`src/rtl/it_state_ctrl.sv`:
```
// it_state_ctrl: Thumb-2 ITSTATE register with IT load, per-instruction advance and flush.
// Define IT_STATE_RESTORE_EN to add EPSR save/restore ports (epsr_it_in/epsr_it_load/epsr_it_out).
module it_state_ctrl #(
   parameter int         NESTED_ERR  = 1,
   parameter logic [7:0] RST_ITSTATE = 8'h00
) (
   input  logic       clk,
   input  logic       rst_n,
   input  logic       it_flag,
   input  logic [7:0] it_status,
   input  logic       inst_adv,
   input  logic       flush,
`ifdef IT_STATE_RESTORE_EN
   input  logic [7:0] epsr_it_in,
   input  logic       epsr_it_load,
   output logic [7:0] epsr_it_out,
`endif
   output logic [3:0] it_cond,
   output logic       in_it_blk,
   output logic [2:0] it_remain,
   output logic       it_last,
   output logic       it_err
);
   typedef enum logic {IDLE, ACTIVE} blk_t;
   logic [7:0] itstate, st_nxt, ep_val;
   logic       err_nxt, ep_ld, is_it, load, illegal, adv, nested;
   blk_t       blk_st;
`ifdef IT_STATE_RESTORE_EN
   assign ep_ld       = epsr_it_load;
   assign ep_val      = epsr_it_in;
   assign epsr_it_out = itstate;
`else
   assign ep_ld  = 1'b0;
   assign ep_val = 8'h00;
`endif
   assign blk_st    = |itstate[3:0] ? ACTIVE : IDLE;
   assign in_it_blk = blk_st == ACTIVE;
   assign it_cond   = itstate[7:4];
   assign it_remain = itstate[0] ? 3'd4 : itstate[1] ? 3'd3 : itstate[2] ? 3'd2 : itstate[3] ? 3'd1 : 3'd0;
   assign it_last   = it_remain == 3'd1;
   // a zero mask marks a hint instruction sharing the IT opcode space
   assign is_it   = inst_adv & it_flag & |it_status[3:0];
   assign load    = is_it & blk_st == IDLE;
   assign nested  = is_it & blk_st == ACTIVE;
   assign adv     = inst_adv & blk_st == ACTIVE;
   assign illegal = it_status[7:4] == 4'hF || (it_status[7:4] == 4'hE && it_status[3:0] != 4'b1000);
   always_comb begin
      st_nxt  = itstate;
      err_nxt = 1'b0;
      if (flush)
         st_nxt = 8'h00;
      else if (ep_ld)
         st_nxt = ep_val;
      else if (load) begin
         st_nxt  = illegal ? itstate : it_status;
         err_nxt = illegal;
      end else if (adv) begin
         st_nxt  = itstate[2:0] == 3'b000 ? 8'h00 : {itstate[7:5], itstate[3:0], 1'b0};
         err_nxt = nested & (NESTED_ERR != 0);
      end
   end
   always_ff @(posedge clk or negedge rst_n) begin
      if (!rst_n) begin
         itstate <= RST_ITSTATE;
         it_err  <= 1'b0;
      end else begin
         itstate <= st_nxt;
         it_err  <= err_nxt;
      end
   end
endmodule

```
`config.mk`:
```
export PLATFORM = sky130hd
export DESIGN_NAME = it_state_ctrl
export DESIGN_NICKNAME = d
export VERILOG_FILES = /design/src/rtl/it_state_ctrl.sv
export SDC_FILE = /design/constraint.sdc
export NUM_CORES = 1
export LEC_CHECK = 0
export BUFFER_PORTS_ARGS = -buffer_cell sky130_fd_sc_hd__buf_2
export CAP_MARGIN = 20
export CORE_MARGIN = 4
export CORE_UTILIZATION = 30
export DETAILED_ROUTE_END_ITERATION = 8
export PLACE_DENSITY = 0.56
export RECOVER_POWER = 100
export SLEW_MARGIN = 20
export SYNTH_ARGS = -nofsm -noshare
export SYNTH_HDL_FRONTEND = slang
export SYNTH_SLANG_ARGS = --single-unit
```
`constraint.sdc`:
```
create_clock -name clk -period 5.3 [get_ports clk]
set_clock_uncertainty 0.2 [all_clocks]
set_input_delay 0.265 -clock clk [delete_from_list [all_inputs] [get_ports clk]]
set_output_delay 0.265 -clock clk [all_outputs]
set_load 0.02 [all_outputs]
```
### Word-level counts from Yosys, hierarchy flattened

Cells that the tools add are included.

* register bits after elaboration: 9
* input port bits: 13
* logic and storage cells: 36

* eq/ne operators: 5
* bitwise gates (word level): 6
* reduce and logical (&&, ||, !) cells: 9
* mux-type cells: 13

Operator list (count)
* $mux W8: 5
* $eq A4 B4 Y1 const B: 2
* $reduce_or A4 Y1: 2
* $reduce_bool A3 Y1: 2
* $and A1 B1 Y1: 5
* $mux W1: 5
* $mux W2: 2
* $ne A4 B4 Y1 const B: 1
* $eq A3 B1 Y1 const B: 1
* $logic_not A3 Y1: 1
* $mux W3: 1
* $ne A3 B3 Y1 const B: 1
* $reduce_and A3 Y1: 1
* $reduce_and A2 Y1: 1
* $logic_and A1 B1 Y1: 1
* $logic_or A1 B1 Y1: 1
* $not A1 Y1: 1

### Logic depth before layout (Yosys ltp)

Gate-level depths: netlist of the first run.

* depth after elaboration: 6
* mapped depth: 5
* mapped depth without buffers: 4

### Worst setup path before layout of the first run

OpenSTA, ideal clock, no wires.

* path kind: register -> register
* start point: register itstate[0]
* end point: register itstate[4]
* slack: 2.967 ns
* data arrival time: 2.005 ns
* stages on the path, launching flop included: 6
* clock period less this slack: 2.333 ns
* cells stage by stage: dfrtp_1 -> or4_4 -> buf_6 -> or3_4 -> o21ai_4 -> mux2_1

* longest elaborated chain between the ends: 6
* elaborated cells between the ends (all ways): 13

Ends and longest elaborated chain
* start, declared: RTL line 25 `logic [7:0] itstate, st_nxt, ep_val;`
* start signal, assigned: RTL line 67 `itstate <= st_nxt;`
* $reduce_or A4 Y1 (*): RTL line 36 `assign blk_st = |itstate[3:0] ? ACTIVE : IDLE;`
* $mux W1 (*): RTL line 36
* named net in_it_blk: RTL line 19 `output logic in_it_blk,`
* $not A1 Y1: RTL line 43 `assign load = is_it & blk_st == IDLE;`
* $and A1 B1 Y1: RTL line 43
* $ne A3 B3 Y1 (no source line), or another cell as far along
* $reduce_and A2 Y1 (no source line) / $mux W8 (equally long branches)

The timed path passes the listed nets; every way through them passes the cells marked *. The select of a mux whose other input is x is not followed.
A chain may end at the register's enable or synchronous reset.

### Worst setup path in the final report of the first run

* start point: register itstate[0]
* end point: register itstate[4]

* longest elaborated chain between the ends: 6
* elaborated cells between the ends (all ways): 13

Ends and longest elaborated chain (RTL line)
* $reduce_or A4 Y1: 36
* $mux W1: 36
* $not A1 Y1: 43
* $and A1 B1 Y1: 43
* $ne A3 B3 Y1 (no source line), or another cell as far along
* $reduce_and A2 Y1 (no source line) / $mux W8 (equally long branches)

Parallel ways exist; a longest one is shown, timed or not. The select of a mux whose other input is x is not followed.

==> results of run 1 <==
final cells by class:
| class | instances | area (sq um) |
|---|---|---|
| clock buffer | 4 | 26.28 |
| multi-input combinational | 50 | 317.8 |
| timing repair buffer | 23 | 107.6 |
| tap | 27 | 33.78 |
| sequential | 9 | 225.2 |
| inverter | 2 | 7.507 |
| fill | 236 | 1244 |
registers in the layout, indices dropped and copies added (netlist names):
signal	count
itstate	8
it_err	1
metal layers:
metal  vias up  global-route usage (%)
met3         2                   5.263
li1        290                       -
met5         -                       0
met1       286                   12.73
met2        25                   21.43
met4         0                   2.553
timing repair:
item,4_1_cts,5_1_grt
gates resized for setup,0,0
hold buffers,1,0
hold endpoints to repair,9,0
cell families (layout without fill, tap and decap cells):
kind of cell	count (synthesis)	count (layout)	synth area share (%)
AND/OR/NAND/NOR	26	26	24.50
AO/OA/AOI/OAI	23	23	27.91
flip-flops	9	9	36.15
buffers and inverters	9	29	9.639
multiplexers	1	1	1.807
through the flow:
stage / instances / util (%)
2_1_floorplan: 68 / -
3_3_place_gp: 110 / 36.42
3_5_place_dp: 110 / 36.42
4_1_cts: 115 / 38.27
5_1_grt: 115 / 36.61
6_report: 115 / 36.61
power groups by stage:
stage | sequential, uW | combinational [uW] | clock (uW)
after floorplan | 101 | 186 | 0
after global placement | 103 | 221 | 0
after detailed placement | 104 | 220 | 0
after CTS | 103 | 223 | 53.6
after global routing | 105 | 219 | 59.6
final | 102 | 198 | 52.8
critical path, cell delays in order, from the launching register on:
cell and delay (ps):
sky130_fd_sc_hd__dfrtp_1 440, sky130_fd_sc_hd__or4_1 690, sky130_fd_sc_hd__or3_1 500, sky130_fd_sc_hd__o21ai_0 440
sky130_fd_sc_hd__mux2_1 360
path summary, 6_finish.rpt:
kind	cells past startpoint	slack, ps	end	start
max in group asynchronous	2	4290	itstate[0]	rst_n
hold / removal	3	80	itstate[6]	it_status[6]
setup / recovery	4	2550	itstate[4]	itstate[0]
setup reg to reg	4	2550	itstate[4]	itstate[0]
hold reg to reg	2	340	itstate[7]	itstate[7]
min in group asynchronous	2	270	itstate[6]	rst_n
cell usage in the layout, fill, tap and decap left out, drive strengths merged:
master and instances:
dlygate4sd3 1, nor2 6, o2111a 1, a211oi 3, nand2 3, a21oi 6, mux2 1, or4b 1
inv 2, or3 2, o211ai 3, nand3b 1, o32ai 1, or4 1, and2 1, a31oi 1
o211a 1, clkbuf 14, a21o 1, nand2b 5, o2111ai 1, nor3 2, buf 12, o21ai 4
a311oi 1, dfrtp 9, nor4 2, nor2b 2
==> out/results.txt, run 1 <==
Boundary Pins: 23
Final setup violating endpoints: 0
Sw Share: 48.32%
Synth Area per Inst: 9.163 sq um
Cell area reported after detailed placement: 714.4 sq um
Max Cap Viol: 0
Number of nets in the finished design: 102
Slew headroom: 56.06%
Slew at the pin closest to its max-slew limit: 653.1 ps
Overall track demand over capacity in global routing: 11.90%
Area of the mapped netlist: 623.1 sq um
Part of the Yosys area used for sequential elements: 36.14%
Average via count per standard cell: 5.243
Worst Slack Setup Final: 2548 ps
Minimum setup slack after placement: 2971 ps
Count of final hold-check violations: 0
Total wire length after detailed routing: 1586 microns
Worst path arrival time: 2690 ps
Number of enable-type register cells in the synthesized netlist: 0
Total half-perimeter wirelength after legalization and detailed placement: 1274 microns
Highest metal layer with signal wires: met4
Maximum clock path buffer count: 2
Final routed wire length divided by cell count: 13.79 microns
Run status: complete, no violations
Starting Density: 31.76%
Internal power: 182.8 uW
Area share of the largest cell type after synthesis: 36.14%
Clk_lat worst skew: 250 ps
Setup repair after global routing missed its margin: no
Number of rows in the core area: 16
Setup Fix Bufs, Post-CTS: 0
Post-detailed-route count of antenna-violating nets: 0
Clock buffers created by TritonCTS: 3
Initial DRT Pass Iterations: 4
Clock tree from TritonCTS: built
Total power divided by cell area: 492.6 mW/mm^2
First-pass GRT wire length: 2477 microns
CTS Root Buffer Type: sky130_fd_sc_hd__clkbuf_4
Share of the clock period used by the worst path: 51.93%
Final hold slack: 76.69 ps
Clock-pin transition on the worst setup and hold timing paths: 70 ps
Remaining DRCs: 0
Synthesized instance count: 68
Final-report max-slew violation count: 0
Synth-to-layout area growth: 15.26%
Die area: 0.002870 sq mm
Maximum level of the CTS H-tree: 1
Async set or reset register ratio after synthesis: 100.0%
Final Cell Area: 718.2 sq um
Core Region: 0.001962 sq mm
Initial antenna violation count: 0
Cells taking the most area after synthesis: sky130_fd_sc_hd__dfrtp_1 36%, sky130_fd_sc_hd__buf_4 6.0%, sky130_fd_sc_hd__nand2b_1 5.0%
Yosys reg bits: 9
Comb pwr share: 56.1%
Largest net degree at the start of global routing: 13
Time the worst path needs with I/O delays and setup: 2752 ps
Static leakage: 0.0002979 uW
Ratio of cells with drive above 1 in the final layout: 19.32%
Met2 wire len: 817 microns
# clock sinks: 9
Antenna diode count: 0
Peak VDD IR: 0.2020 mV
Sequential fraction of design power: 29.0%
IO buf count: 22
Via count of the routed design: 603
Kind of start point of the critical path: flop
Worst-path fanout max: 8
Global placer's final weighted congestion: 0.9016
Switching power of the nets: 171.0 uW
Count of distinct cell types in the synthesized netlist: 31
Final total power: 353.8 uW
Kind of path behind the tightest hold check: in2reg
Chip Height: 53.58 microns
Chip width: 53.58 microns
Highest achievable clock rate: 0.3633 GHz
Critical path endpoint category: flop
Syn. warnings: 0
Clock Power Share: 14.9%
Category of the most critical setup path: reg2reg
Syn_nets: 81
Overflow left after global routing: 0
Most used standard cell by instance count after synthesis: sky130_fd_sc_hd__dfrtp_1
Met3 wire len: 132 microns
Library cell occupying the most area in the post-synthesis netlist: sky130_fd_sc_hd__dfrtp_1
Number of design-rule violations left by the first detailed-router iteration: 12
Critical path required time: 5240 ps
Commonest cells in the netlist: 9 x sky130_fd_sc_hd__dfrtp_1, 6 x sky130_fd_sc_hd__a21oi_1, 6 x sky130_fd_sc_hd__nor2_1, 5 x sky130_fd_sc_hd__buf_4, 5 x sky130_fd_sc_hd__nand2b_1
Predominant post-synthesis flop cell: sky130_fd_sc_hd__dfrtp_1
Post-route setup TNS: 0 ps
Vias in the first global route: 584
Wire length the detailed router placed on met1: 629 microns
No activity file was read; power rests on OpenSTA's default activity.
==> run 2, diff against run 1 <==
--- a/config.mk
+++ b/config.mk
@@ -10,7 +10,7 @@
 export CORE_MARGIN = 4
 export CORE_UTILIZATION = 30
 export DETAILED_ROUTE_END_ITERATION = 8
-export PLACE_DENSITY = 0.56
+export PLACE_DENSITY = 0.58
 export RECOVER_POWER = 100
 export SLEW_MARGIN = 20
 export SYNTH_ARGS = -nofsm -noshare
==> constraint.sdc (replaced) <==
create_clock -name clk -period 2.43 [get_ports clk]
set_clock_uncertainty 0.2 [all_clocks]
set_input_delay 0.1215 -clock clk [delete_from_list [all_inputs] [get_ports clk]]
set_output_delay 0.1215 -clock clk [all_outputs]
set_load 0.02 [all_outputs]
==> out/results.txt, run 2 (synthesis gave the netlist of run 1 again) <==
Sequential fraction of design power: 27.2% (-1.8 points)
CTS Root Buffer Type: sky130_fd_sc_hd__clkbuf_4
Vias in the first global route: 628 (+7.5%)
Core Region: 0.001962 sq mm (unchanged)
Max Cap Viol: 0 (unchanged)
Initial antenna violation count: 0 (unchanged)
Share of the clock period used by the worst path: 96.15% (+44 points)
Area used by multi-input combinational logic: 340.3 sq um (+7.1%)
Static leakage: 0.0003439 uW (+15%)
Slew at the pin closest to its max-slew limit: 484.1 ps (-169.0 ps)
Chip width: 53.58 microns (unchanged)
Top delay family on crit path: simple AND/OR/NAND/NOR gates
Clock buffers created by TritonCTS: 3 (unchanged)
WHS Endpoint: it_err
Largest registers: itstate (8), it_err (1)
Largest net degree at the start of global routing: 13 (unchanged)
Internal power: 436.2 uW (+140%)
Via count of the routed design: 616 (+2.2%)
Maximum level of the CTS H-tree: 1 (unchanged)
Layout filler cell count: 221 (-6.4%)
Sw Share: 46.88% (-1.4 points)
Area used by sequential logic in the layout: 225.2 sq um (unchanged)
Worst path buffer plus inverter count: 1 (+1)
Average via count per standard cell: 5.008 (-4.5%)
Number of nets in the finished design: 110 (+7.8%)
Synth-to-layout area growth: 31.12%
Final-report max-slew violation count: 0 (unchanged)
Overall track demand over capacity in global routing: 12.62% (+0.73 points)
Highest-count cells in the layout ignoring fill and taps: 13 x sky130_fd_sc_hd__buf_2, 10 x sky130_fd_sc_hd__clkbuf_1, 9 x sky130_fd_sc_hd__dfrtp_1
Clock tree from TritonCTS: built
Remaining DRCs: 0 (unchanged)
Antenna diode count: 0 (unchanged)
Run status: complete, no violations
Ratio of cells with drive above 1 in the final layout: 25.00% (+5.7 points)
# clock sinks: 9 (unchanged)
Number of design-rule violations left by the first detailed-router iteration: 9 (-3)
Global placer's final weighted congestion: 0.8895 (-1.3%)
Highest achievable clock rate: 0.4280 GHz (+18%)
Critical path endpoint category: flop
Number of placed instances, taps included: 112 (+1.8%)
Ordered cell list for the critical path: or4_4, nor3_2, nand2_2, o32ai_1, dlygate4sd3_1
Launch instance of the worst min-delay path: it_flag
Die area: 0.002870 sq mm (unchanged)
Count of final hold-check violations: 0 (unchanged)
Category of the most critical setup path: reg2reg
Kind of path behind the tightest hold check: in2reg
Non-filler instance count after layout: 123 (+7.0%)
Overflow left after global routing: 0 (unchanged)
Clock Power Share: 14.7% (-0.2 points)
Register with the most flip-flops: itstate
Time the worst path needs with I/O delays and setup: 2336 ps (-415.8 ps)
Initial DRT Pass Iterations: 4 (unchanged)
Setup Fix Bufs, Post-CTS: 0 (unchanged)
Reg2reg start: itstate[1]
Peak VDD IR: 0.5167 mV (+160%)
IO buf count: 22 (unchanged)
Flip-flop count of the largest register after layout: 8 (unchanged)
Kind of start point of the critical path: flop
Comb pwr share: 58.1% (+2.0 points)
Maximum clock path buffer count: 2 (unchanged)
Switching power of the nets: 385.0 uW (+130%)
Starting Density: 31.76% (unchanged)
Depth of the worst register-to-register path: 5 (+1)
Slew headroom: 67.48% (+11 points)
Delay of the slowest cell on the worst path: 580 ps (-110 ps)
Boundary Pins: 23 (unchanged)
Slowest CP cell: sky130_fd_sc_hd__or4_4
Post-detailed-route count of antenna-violating nets: 0 (unchanged)
Number of rows in the core area: 16 (unchanged)
Worst path arrival time: 2340 ps (-350 ps)
Total wire length after detailed routing: 1626 microns (+2.5%)
Capturing point of the worst reg2reg path: itstate[0]
Chip Height: 53.58 microns (unchanged)
Final hold slack: 20.77 ps (-55.92 ps)
Final setup violating endpoints: 0 (unchanged)
R2R Setup Slk: 90 ps (-2450 ps)
Final routed wire length divided by cell count: 13.22 microns (-4.1%)
Total power divided by cell area: 1005 mW/mm^2 (+100%)
Clk_lat worst skew: 260 ps (about the same)
Total half-perimeter wirelength after legalization and detailed placement: 1256 microns (-1.4%)
Worst-path fanout max: 8 (unchanged)
Most frequent standard cell in the layout excluding fill and tap cells: sky130_fd_sc_hd__buf_2
Number of cells traversed by the worst hold path: 3 (unchanged)
Post-route setup TNS: 0 ps (unchanged)
Setup repair after global routing missed its margin: no
Clock-pin transition on the worst setup and hold timing paths: 70 ps (about the same)
First-pass GRT wire length: 2580 microns (+4.2%)
Critical path required time: 2430 ps (-2810 ps)
==> run 2: cell count changes in the layout (fill, tap and decap cells not counted), sizes merged <==
cell and delta:
buf +3, dlygate4sd3 +6, clkbuf -1
==> run 2: area by class of cell <==
class	instances	share of cell area, %
timing repair buffer	31	22.51
tap	27	4.135
multi-input combinational	50	41.65
clock buffer	4	3.216
inverter	2	0.9188
sequential	9	27.57
==> run 2: per-layer routing <==
metal	up-vias	track usage [%]	wire length, microns
li1	309	-	-
met2	16	22.65	844
met1	287	12.98	653
met3	4	4.432	92
met5	-	0	0
met4	0	5.957	36
==> run 2: what timing repair did <==
item / in CTS / in global routing
gates resized for setup: 0 / 2
hold endpoints to repair: 17 / 0
setup endpoints to repair: 0 / 1
hold buffers: 7 / 0
==> run 2: power by group through the flow <==
stage	combinational, uW	sequential [uW]	clock, uW
final	477	223	121
after global placement	481	224	0
after CTS	491	222	123
after global routing	523	230	134
after floorplan	405	221	0
after detailed placement	481	225	0
==> run 2: through the flow <==
step / util, % / power, uW / area, sq um / setup WS, ps
after floorplan: - / 625.8 / 623.1 / 96.98
after detailed placement: 37.18 / 706.2 / 729.5 / 139.9
after CTS: 42.09 / 836.0 / 825.8 / 50.40
after global placement: 37.18 / 704.8 / 729.5 / 176.5
final: 41.65 / 821.2 / 817.0 / 93.56
after global routing: 41.65 / 886.7 / 817.0 / 4.537
==> run 2: how the worst max path moves through the flow <==
stage | startpoint | to | slack (ps) | cells after the start
detailed placement | itstate[1] | itstate[4] | 140 | 4
global route | itstate[1] | itstate[0] | 5 | 5
CTS | itstate[1] | itstate[0] | 50 | 5
finish | itstate[1] | itstate[0] | 90 | 5
floorplan | itstate[0] | itstate[4] | 100 | 5
global placement | itstate[1] | itstate[4] | 180 | 4
==> run 2: worst reg2reg max path, stage by stage, from the launching register on <==
cell                            delay (ps)
sky130_fd_sc_hd__dfrtp_1               430
sky130_fd_sc_hd__or4_4                 580
sky130_fd_sc_hd__nor3_2                250
sky130_fd_sc_hd__nand2_2               110
sky130_fd_sc_hd__o32ai_1               130
sky130_fd_sc_hd__dlygate4sd3_1         570
